`src/rtl/mc_control_pkg.sv`:
```
// Shared definitions for the 16-bit multi-cycle processor: opcodes, ALU ops,
// FSM states, instruction classes and datapath mux select codes.
package proc_pkg;

  localparam logic [3:0] OP_RTYPE = 4'b0000;
  localparam logic [3:0] OP_LW    = 4'b0100;
  localparam logic [3:0] OP_SW    = 4'b0101;
  localparam logic [3:0] OP_BEQ   = 4'b0110;
  localparam logic [3:0] OP_ADDI  = 4'b0111;
  localparam logic [3:0] OP_J     = 4'b1000;

  localparam logic [2:0] ALU_AND = 3'b000;
  localparam logic [2:0] ALU_OR  = 3'b001;
  localparam logic [2:0] ALU_ADD = 3'b010;
  localparam logic [2:0] ALU_SUB = 3'b110;

  localparam logic [1:0] SRCB_REG = 2'b00;
  localparam logic [1:0] SRCB_ONE = 2'b01;
  localparam logic [1:0] SRCB_IMM = 2'b10;
  localparam logic [1:0] SRCB_BR  = 2'b11;

  localparam logic [1:0] PC_ALU    = 2'b00;
  localparam logic [1:0] PC_ALUOUT = 2'b01;
  localparam logic [1:0] PC_JUMP   = 2'b10;

  typedef enum logic [2:0] {
    StFetch  = 3'd0,
    StDecode = 3'd1,
    StExec   = 3'd2,
    StMem    = 3'd3,
    StWb     = 3'd4,
    StHalt   = 3'd5
  } state_e;

  typedef enum logic [2:0] {
    ClsR, ClsLw, ClsSw, ClsBeq, ClsAddi, ClsJ, ClsIll
  } op_class_e;

  // An R-type with an unsupported funct is as illegal as an unknown opcode.
  function automatic op_class_e decode_class(logic [3:0] opcode, logic funct_valid);
    op_class_e cls;
    case (opcode)
      OP_RTYPE: cls = funct_valid ? ClsR : ClsIll;
      OP_LW:    cls = ClsLw;
      OP_SW:    cls = ClsSw;
      OP_BEQ:   cls = ClsBeq;
      OP_ADDI:  cls = ClsAddi;
      OP_J:     cls = ClsJ;
      default:  cls = ClsIll;
    endcase
    return cls;
  endfunction

endpackage

```
`src/rtl/mc_control_if.sv`:
```
// Control/datapath bundle between mc_control (master) and the datapath (slave).
interface mc_control_if;
  logic [15:0] instr;
  logic        mem_ready;
  logic        zero;
  logic [2:0]  alu_op;
  logic        alu_src_a;
  logic [1:0]  alu_src_b;
  logic        pc_en;
  logic [1:0]  pc_src;
  logic        ir_write;
  logic        mem_read;
  logic        mem_write;
  logic        i_or_d;
  logic        reg_write;
  logic        reg_dst;
  logic        mem_to_reg;
  logic        retired;
  logic        illegal;
  logic        timeout;
  logic [2:0]  state;

  modport master (
    input  instr, mem_ready, zero,
    output alu_op, alu_src_a, alu_src_b, pc_en, pc_src, ir_write, mem_read, mem_write,
           i_or_d, reg_write, reg_dst, mem_to_reg, retired, illegal, timeout, state
  );

  modport slave (
    output instr, mem_ready, zero,
    input  alu_op, alu_src_a, alu_src_b, pc_en, pc_src, ir_write, mem_read, mem_write,
           i_or_d, reg_write, reg_dst, mem_to_reg, retired, illegal, timeout, state
  );
endinterface

```
`src/rtl/mc_control_alu_op_decode.sv`:
```
// R-type funct to ALU operation decode; flags functs the ALU does not implement.
module alu_op_decode
  import proc_pkg::*;
(
  input  logic [2:0] i_funct,
  output logic [2:0] o_alu_op,
  output logic       o_funct_valid
);

  always_comb begin
    o_alu_op      = ALU_ADD;
    o_funct_valid = 1'b1;
    case (i_funct)
      3'b000:  o_alu_op = ALU_AND;
      3'b001:  o_alu_op = ALU_OR;
      3'b010:  o_alu_op = ALU_ADD;
      3'b110:  o_alu_op = ALU_SUB;
      default: o_funct_valid = 1'b0;
    endcase
  end

endmodule

```
`src/rtl/mc_control.sv`:
```
// Multi-cycle control FSM (fetch/decode/execute/memory/writeback) for the 16-bit processor.
// Optional macro ILLEGAL_TRAP_EN: illegal instructions halt the FSM instead of acting as NOPs.
module mc_control
  import proc_pkg::*;
#(
  parameter int unsigned IMEM_WAIT_MAX = 15
) (
  input logic          clk,
  input logic          rst,
  mc_control_if.master bus
);

  localparam logic [3:0] WaitMax = 4'(IMEM_WAIT_MAX);

  state_e    r_state, w_state_next;
  op_class_e r_op_class, w_class;
  logic [3:0] r_wait_cnt, w_wait_inc;
  logic       r_timeout;
  logic [2:0] w_funct_op;
  logic       w_funct_valid;
  logic       w_waiting;
  logic       w_unused_instr;

  assign w_unused_instr = ^bus.instr[11:3];

  alu_op_decode u_alu_op_decode (
    .i_funct      (bus.instr[2:0]),
    .o_alu_op     (w_funct_op),
    .o_funct_valid(w_funct_valid)
  );

  assign w_class    = decode_class(bus.instr[15:12], w_funct_valid);
  assign w_waiting  = ((r_state == StFetch) || (r_state == StMem)) && !bus.mem_ready;
  assign w_wait_inc = (r_wait_cnt == 4'hF) ? r_wait_cnt : r_wait_cnt + 4'd1;

  always_ff @(posedge clk) begin
    if (rst) begin
      r_state    <= StFetch;
      r_op_class <= ClsR;
      r_wait_cnt <= 4'd0;
      r_timeout  <= 1'b0;
    end else begin
      r_state <= w_state_next;
      if (r_state == StDecode) r_op_class <= w_class;
      r_wait_cnt <= w_waiting ? w_wait_inc : 4'd0;
      if (w_waiting && (WaitMax != 4'd0) && (w_wait_inc >= WaitMax)) r_timeout <= 1'b1;
    end
  end

  always_comb begin
    w_state_next = r_state;
    case (r_state)
      StFetch:  if (bus.mem_ready) w_state_next = StDecode;
      StDecode: begin
        if (w_class == ClsJ) begin
          w_state_next = StFetch;
        end else if (w_class == ClsIll) begin
`ifdef ILLEGAL_TRAP_EN
          w_state_next = StHalt;
`else
          w_state_next = StFetch;
`endif
        end else begin
          w_state_next = StExec;
        end
      end
      StExec: begin
        case (r_op_class)
          ClsR, ClsAddi: w_state_next = StWb;
          ClsLw, ClsSw:  w_state_next = StMem;
          default:       w_state_next = StFetch;
        endcase
      end
      StMem:   if (bus.mem_ready) w_state_next = (r_op_class == ClsLw) ? StWb : StFetch;
      StWb:    w_state_next = StFetch;
      StHalt:  w_state_next = StHalt;
      default: w_state_next = StFetch;
    endcase
  end

  // Reset forces every output low, including the debug state and sticky timeout.
  always_comb begin
    bus.alu_op     = 3'b000;
    bus.alu_src_a  = 1'b0;
    bus.alu_src_b  = SRCB_REG;
    bus.pc_en      = 1'b0;
    bus.pc_src     = PC_ALU;
    bus.ir_write   = 1'b0;
    bus.mem_read   = 1'b0;
    bus.mem_write  = 1'b0;
    bus.i_or_d     = 1'b0;
    bus.reg_write  = 1'b0;
    bus.reg_dst    = 1'b0;
    bus.mem_to_reg = 1'b0;
    bus.retired    = 1'b0;
    bus.illegal    = 1'b0;
    bus.timeout    = 1'b0;
    bus.state      = 3'd0;
    if (!rst) begin
      bus.state   = r_state;
      bus.timeout = r_timeout;
      case (r_state)
        StFetch: begin
          bus.mem_read  = 1'b1;
          bus.alu_src_b = SRCB_ONE;
          bus.alu_op    = ALU_ADD;
          if (bus.mem_ready) begin
            bus.ir_write = 1'b1;
            bus.pc_en    = 1'b1;
          end
        end
        StDecode: begin
          bus.alu_src_b = SRCB_BR;
          bus.alu_op    = ALU_ADD;
          if (w_class == ClsJ) begin
            bus.pc_en   = 1'b1;
            bus.pc_src  = PC_JUMP;
            bus.retired = 1'b1;
          end
          bus.illegal = (w_class == ClsIll);
        end
        StExec: begin
          bus.alu_src_a = 1'b1;
          case (r_op_class)
            ClsR: bus.alu_op = w_funct_op;
            ClsLw, ClsSw, ClsAddi: begin
              bus.alu_src_b = SRCB_IMM;
              bus.alu_op    = ALU_ADD;
            end
            ClsBeq: begin
              bus.alu_op  = ALU_SUB;
              bus.pc_src  = PC_ALUOUT;
              bus.pc_en   = bus.zero;
              bus.retired = 1'b1;
            end
            default: ;
          endcase
        end
        StMem: begin
          bus.i_or_d    = 1'b1;
          bus.mem_read  = (r_op_class == ClsLw);
          bus.mem_write = (r_op_class == ClsSw);
          bus.retired   = bus.mem_ready && (r_op_class == ClsSw);
        end
        StWb: begin
          bus.reg_write  = 1'b1;
          bus.retired    = 1'b1;
          bus.reg_dst    = (r_op_class == ClsR);
          bus.mem_to_reg = (r_op_class == ClsLw);
        end
        default: ;
      endcase
    end
  end

endmodule
```
`src/flat_wrapper.sv`:
```
// flat-port wrapper written by rule: the top's interface ports become plain ports
module mc_control_flat import proc_pkg::*;
#(
  parameter int unsigned IMEM_WAIT_MAX = 15
)
  (clk, rst, bus_instr, bus_mem_ready, bus_zero, bus_alu_op, bus_alu_src_a, bus_alu_src_b, bus_pc_en, bus_pc_src, bus_ir_write, bus_mem_read, bus_mem_write, bus_i_or_d, bus_reg_write, bus_reg_dst, bus_mem_to_reg, bus_retired, bus_illegal, bus_timeout, bus_state);
  mc_control_if bus_i ();
  input logic clk;
  input logic rst;
  input wire logic [$bits(bus_i.instr)-1:0] bus_instr;
  input wire logic [$bits(bus_i.mem_ready)-1:0] bus_mem_ready;
  input wire logic [$bits(bus_i.zero)-1:0] bus_zero;
  output wire logic [$bits(bus_i.alu_op)-1:0] bus_alu_op;
  output wire logic [$bits(bus_i.alu_src_a)-1:0] bus_alu_src_a;
  output wire logic [$bits(bus_i.alu_src_b)-1:0] bus_alu_src_b;
  output wire logic [$bits(bus_i.pc_en)-1:0] bus_pc_en;
  output wire logic [$bits(bus_i.pc_src)-1:0] bus_pc_src;
  output wire logic [$bits(bus_i.ir_write)-1:0] bus_ir_write;
  output wire logic [$bits(bus_i.mem_read)-1:0] bus_mem_read;
  output wire logic [$bits(bus_i.mem_write)-1:0] bus_mem_write;
  output wire logic [$bits(bus_i.i_or_d)-1:0] bus_i_or_d;
  output wire logic [$bits(bus_i.reg_write)-1:0] bus_reg_write;
  output wire logic [$bits(bus_i.reg_dst)-1:0] bus_reg_dst;
  output wire logic [$bits(bus_i.mem_to_reg)-1:0] bus_mem_to_reg;
  output wire logic [$bits(bus_i.retired)-1:0] bus_retired;
  output wire logic [$bits(bus_i.illegal)-1:0] bus_illegal;
  output wire logic [$bits(bus_i.timeout)-1:0] bus_timeout;
  output wire logic [$bits(bus_i.state)-1:0] bus_state;
  assign bus_i.instr = bus_instr;
  assign bus_i.mem_ready = bus_mem_ready;
  assign bus_i.zero = bus_zero;
  assign bus_alu_op = bus_i.alu_op;
  assign bus_alu_src_a = bus_i.alu_src_a;
  assign bus_alu_src_b = bus_i.alu_src_b;
  assign bus_pc_en = bus_i.pc_en;
  assign bus_pc_src = bus_i.pc_src;
  assign bus_ir_write = bus_i.ir_write;
  assign bus_mem_read = bus_i.mem_read;
  assign bus_mem_write = bus_i.mem_write;
  assign bus_i_or_d = bus_i.i_or_d;
  assign bus_reg_write = bus_i.reg_write;
  assign bus_reg_dst = bus_i.reg_dst;
  assign bus_mem_to_reg = bus_i.mem_to_reg;
  assign bus_retired = bus_i.retired;
  assign bus_illegal = bus_i.illegal;
  assign bus_timeout = bus_i.timeout;
  assign bus_state = bus_i.state;
  mc_control #(.IMEM_WAIT_MAX(IMEM_WAIT_MAX)) u_core (.clk(clk), .rst(rst), .bus(bus_i));
endmodule
```
`config.mk`:
```
export PLATFORM = sky130hd
export DESIGN_NAME = mc_control_flat
export DESIGN_NICKNAME = d
export VERILOG_FILES = /design/src/rtl/mc_control_pkg.sv /design/src/rtl/mc_control_if.sv /design/src/rtl/mc_control_alu_op_decode.sv /design/src/rtl/mc_control.sv /design/src/flat_wrapper.sv
export SDC_FILE = /design/constraint.sdc
export NUM_CORES = 1
export LEC_CHECK = 0
export ABC_AREA = 1
export BUFFER_PORTS_ARGS = -buffer_cell sky130_fd_sc_hd__buf_2
export CAP_MARGIN = 20
export CORE_MARGIN = 2
export CORE_UTILIZATION = 46
export DETAILED_ROUTE_END_ITERATION = 16
export PLACE_DENSITY = 0.78
export SLEW_MARGIN = 5
export SYNTH_ARGS = -nofsm -noshare
export SYNTH_HDL_FRONTEND = slang
export SYNTH_SLANG_ARGS = --single-unit
```
`constraint.sdc`:
```
create_clock -name clk -period 1.7 [get_ports clk]
set_clock_uncertainty 0.05 [all_clocks]
set_input_delay 0 -clock clk [delete_from_list [all_inputs] [get_ports clk]]
set_output_delay 0 -clock clk [all_outputs]
set_load 0.01 [all_outputs]
```
==> qor.csv <==
stage,metric,value,unit
outcome,status,"complete, no violations",
clock_tree,CTS Hold Bufs,0,
sta,fin crit period,1.562,ns
sta,Worst slew margin,0.7702,
die,Core Region,1942,um^2
yosys,Syn. warnings,0,
sta,Worst Tran Pin Value,0.3447,ns
critical_path,worst reg2reg endpoint,u_core.r_timeout,
sta,# setup viols final,0,
sta,Fmax achieved,640.2,MHz
critical_path,reg-to-reg critical path startpoint,u_core.r_wait_cnt[0],
yosys,cell taking the most area after synthesis,dfxtp_1,
clock_tree,clk buf depth,2,
sta,final max-slew violation count,0,
min_path,Hold Path Sink,u_core.r_wait_cnt[1],
critical_path,crit end category,output port,
yosys,Seq cells post-synth,11,
yosys,synth top area cells,"dfxtp_1 24%, nand2_1 14%, nor2_1 13%",
die,Initial Util,0.4813,
yosys,syn nets,186,
layout,fill cell count,205,
drt,via count,1090,
layout,# diodes,0,
clock_tree,# clock sinks,11,
yosys,Cells after Synth,165,
critical_path,R2R Setup Slk,0.39,ns
pwr,Max VDD drop,0.3296,mV
yosys,sequential fraction of the synthesis area,0.2356,
clock_tree,CTS tree,done,
layout,Non-Filler Instances,226,
drt,Routed Antenna Nets,0,
die,Die Area,2408,um^2
drt,vias per cell,4.823,
global_route,gr ovfl total,0,
die,width of the chip,49.08,um
pwr,static leakage,0.6495,nW
place,GP Congestion,0.8271,
layout,share of cells above drive strength 1,0.2663,
global_route,largest net degree at the start of global routing,18,
critical_path,WP data arrival,1.51,ns
yosys,Netlist cell types,27,
clock_tree,CTS root buffer,clkbuf_4,
clock_tree,setup bufs post-CTS,0,
clock_tree,Resize count post-CTS,0,
layout,area growth from synthesis to layout,22.62,%
clock_tree,"Clk Latency, worst-skew pair",0.27,ns
critical_path,"Max FO, Critical Path",5,
sta,unrepaired setup endpoints after global routing,false,
global_route,first-pass GRT wire length,4.119,mm
critical_path,crit path kind,flop to output port,
yosys,Synth top area share,0.2356,
critical_path,CP Data Required Time,1.65,ns
sta,final worst-path cycle share,0.9188,
drt,TritonRoute pass-1 iters,4,
die,# IOs,42,
global_route,initial antenna violation count,0,
yosys,Syn Std Cell Area,934.6,um^2
layout,cell area after layout,1146,um^2
layout,nets,221,
sta,Setup TNS,0,ns
place,Post-DP Area,1120,um^2
sta,Fin. Hold Viols,0,
clock_tree,Clock Pin Slew Worst Setup and Hold Paths,0.07,ns
layout,"commonest non-fill, non-tap cell in the layout",nand2_1,
critical_path,Register-to-Register Path Depth,6,
place,Port Buf Inserts,32,
global_route,vias in the first global route,1039,
layout,"commonest non-fill, non-tap cells in the layout","36 x nand2_1, 32 x nor2_1, 32 x buf_2, 29 x inv_1, 11 x dfxtp_1",
drt,Wirelength per Cell,9.920,um
job,maximum capacitance violations,0,
die,die height,49.08,um
min_path,hold depth,4,
clock_tree,CTS Buf Count,3,
die,FP Rows,16,
drt,Post-Route WL,2.242,mm
min_path,HP Class,input port to flop,
drt,residual DRC count,0,
drt,Initial DRC Count,15,
yosys,Synth Area per Inst,5.665,um^2
place,Placed Instances,222,
pwr,PwrDens,609.3,nW/um^2
min_path,min-delay src,bus_mem_ready,
place,DP HPWL,1.838,mm
clock_tree,CTS H-tree lvls,1,
critical_path,CP Launch Type,flop,
global_route,all-layer global routing usage,0.2112,
[metal layers]
layer / track usage / up-vias / share of wire / routed length (um)
met4: 0.08571 / 0 / 0.019 / 42
met2: 0.3716 / 33 / 0.47 / 1062
li1: - / 579 / - / -
met3: 0.02761 / 7 / 0.058 / 131
met5: 0 / - / 0 / 0
met1: 0.2567 / 471 / 0.45 / 1005
[worst max-delay path by stage]
stage	start	end	depth (start not counted)
3_5_place_dp	u_core.r_wait_cnt[0]	u_core.r_timeout	6
3_3_place_gp	u_core.r_wait_cnt[0]	u_core.r_timeout	6
6_report	u_core.r_state[0]	bus_retired	5
2_1_floorplan	u_core.r_wait_cnt[0]	u_core.r_timeout	6
5_1_grt	u_core.r_state[0]	bus_pc_en	7
4_1_cts	u_core.r_state[0]	bus_retired	5
[metrics by stage]
stage | util | total power [mW] | worst slack, ns | hold slack [ns]
floorplan | - | 0.4540 | 0.5113 | 0.07015
global placement | 0.5767 | 0.5093 | 0.4349 | 0.3128
detailed placement | 0.5767 | 0.5163 | 0.3985 | 0.3154
CTS | 0.5902 | 0.6972 | 0.1557 | 0.03034
global route | 0.5902 | 0.7489 | 0.02477 | 0.04568
finish | 0.5902 | 0.6983 | 0.1380 | 0.02506
[flip-flops by register name (all words and copies together) (netlist names)]
register,count
u_core.r_state,3
u_core.r_wait_cnt,4
u_core.r_timeout,1
u_core.r_op_class,3
[critical path, stage by stage, from the launching register on]
cell and delay [ns]:
dfxtp_1 0.41, nand2_1 0.13, nor2_2 0.19, nand2_1 0.13
a31oi_1 0.21, buf_2 0.16
[cell type report]
class	instances	area [um^2]	area share
Clock buffer	4	26.28	0.02293
Timing Repair Buffer	32	160.2	0.1397
Multi-Input combinational cell	117	574.3	0.5011
Inverter	35	131.4	0.1146
Sequential cell	11	220.2	0.1921
Tap cell	27	33.78	0.02948
[cells in the mapped netlist, drive strengths merged]
cell type / instances
nand3: 10
nand2: 39
a41oi: 1
nor4b: 1
dfxtp: 11
ha: 1
a31oi: 1
a211oi: 1
nor3: 6
nor2: 36
o21a: 1
a21oi: 9
or2: 1
inv: 35
buf: 2
nand4: 1
o21ai: 9
[power by group]
part | switching, mW | internal, mW | total [mW] | leakage, nW
clock | 0.0967 | 0.0909 | 0.188 | 0.0150
sequential | 0.0191 | 0.274 | 0.293 | 0.0897
combinational | 0.141 | 0.0765 | 0.218 | 0.545
total | 0.257 | 0.441 | 0.698 | 0.649
[cells by family (layout without fill, tap and decap cells)]
family	Yosys count	in the layout	synth area share
AOI/OAI and AO/OA	22	22	0.1446
adders and majority gates	1	1	0.01338
buffers and inverters	37	71	0.1499
DFF	11	11	0.2356
and+or+nand+nor	94	94	0.4565
(Power assumes the default switching activity.)
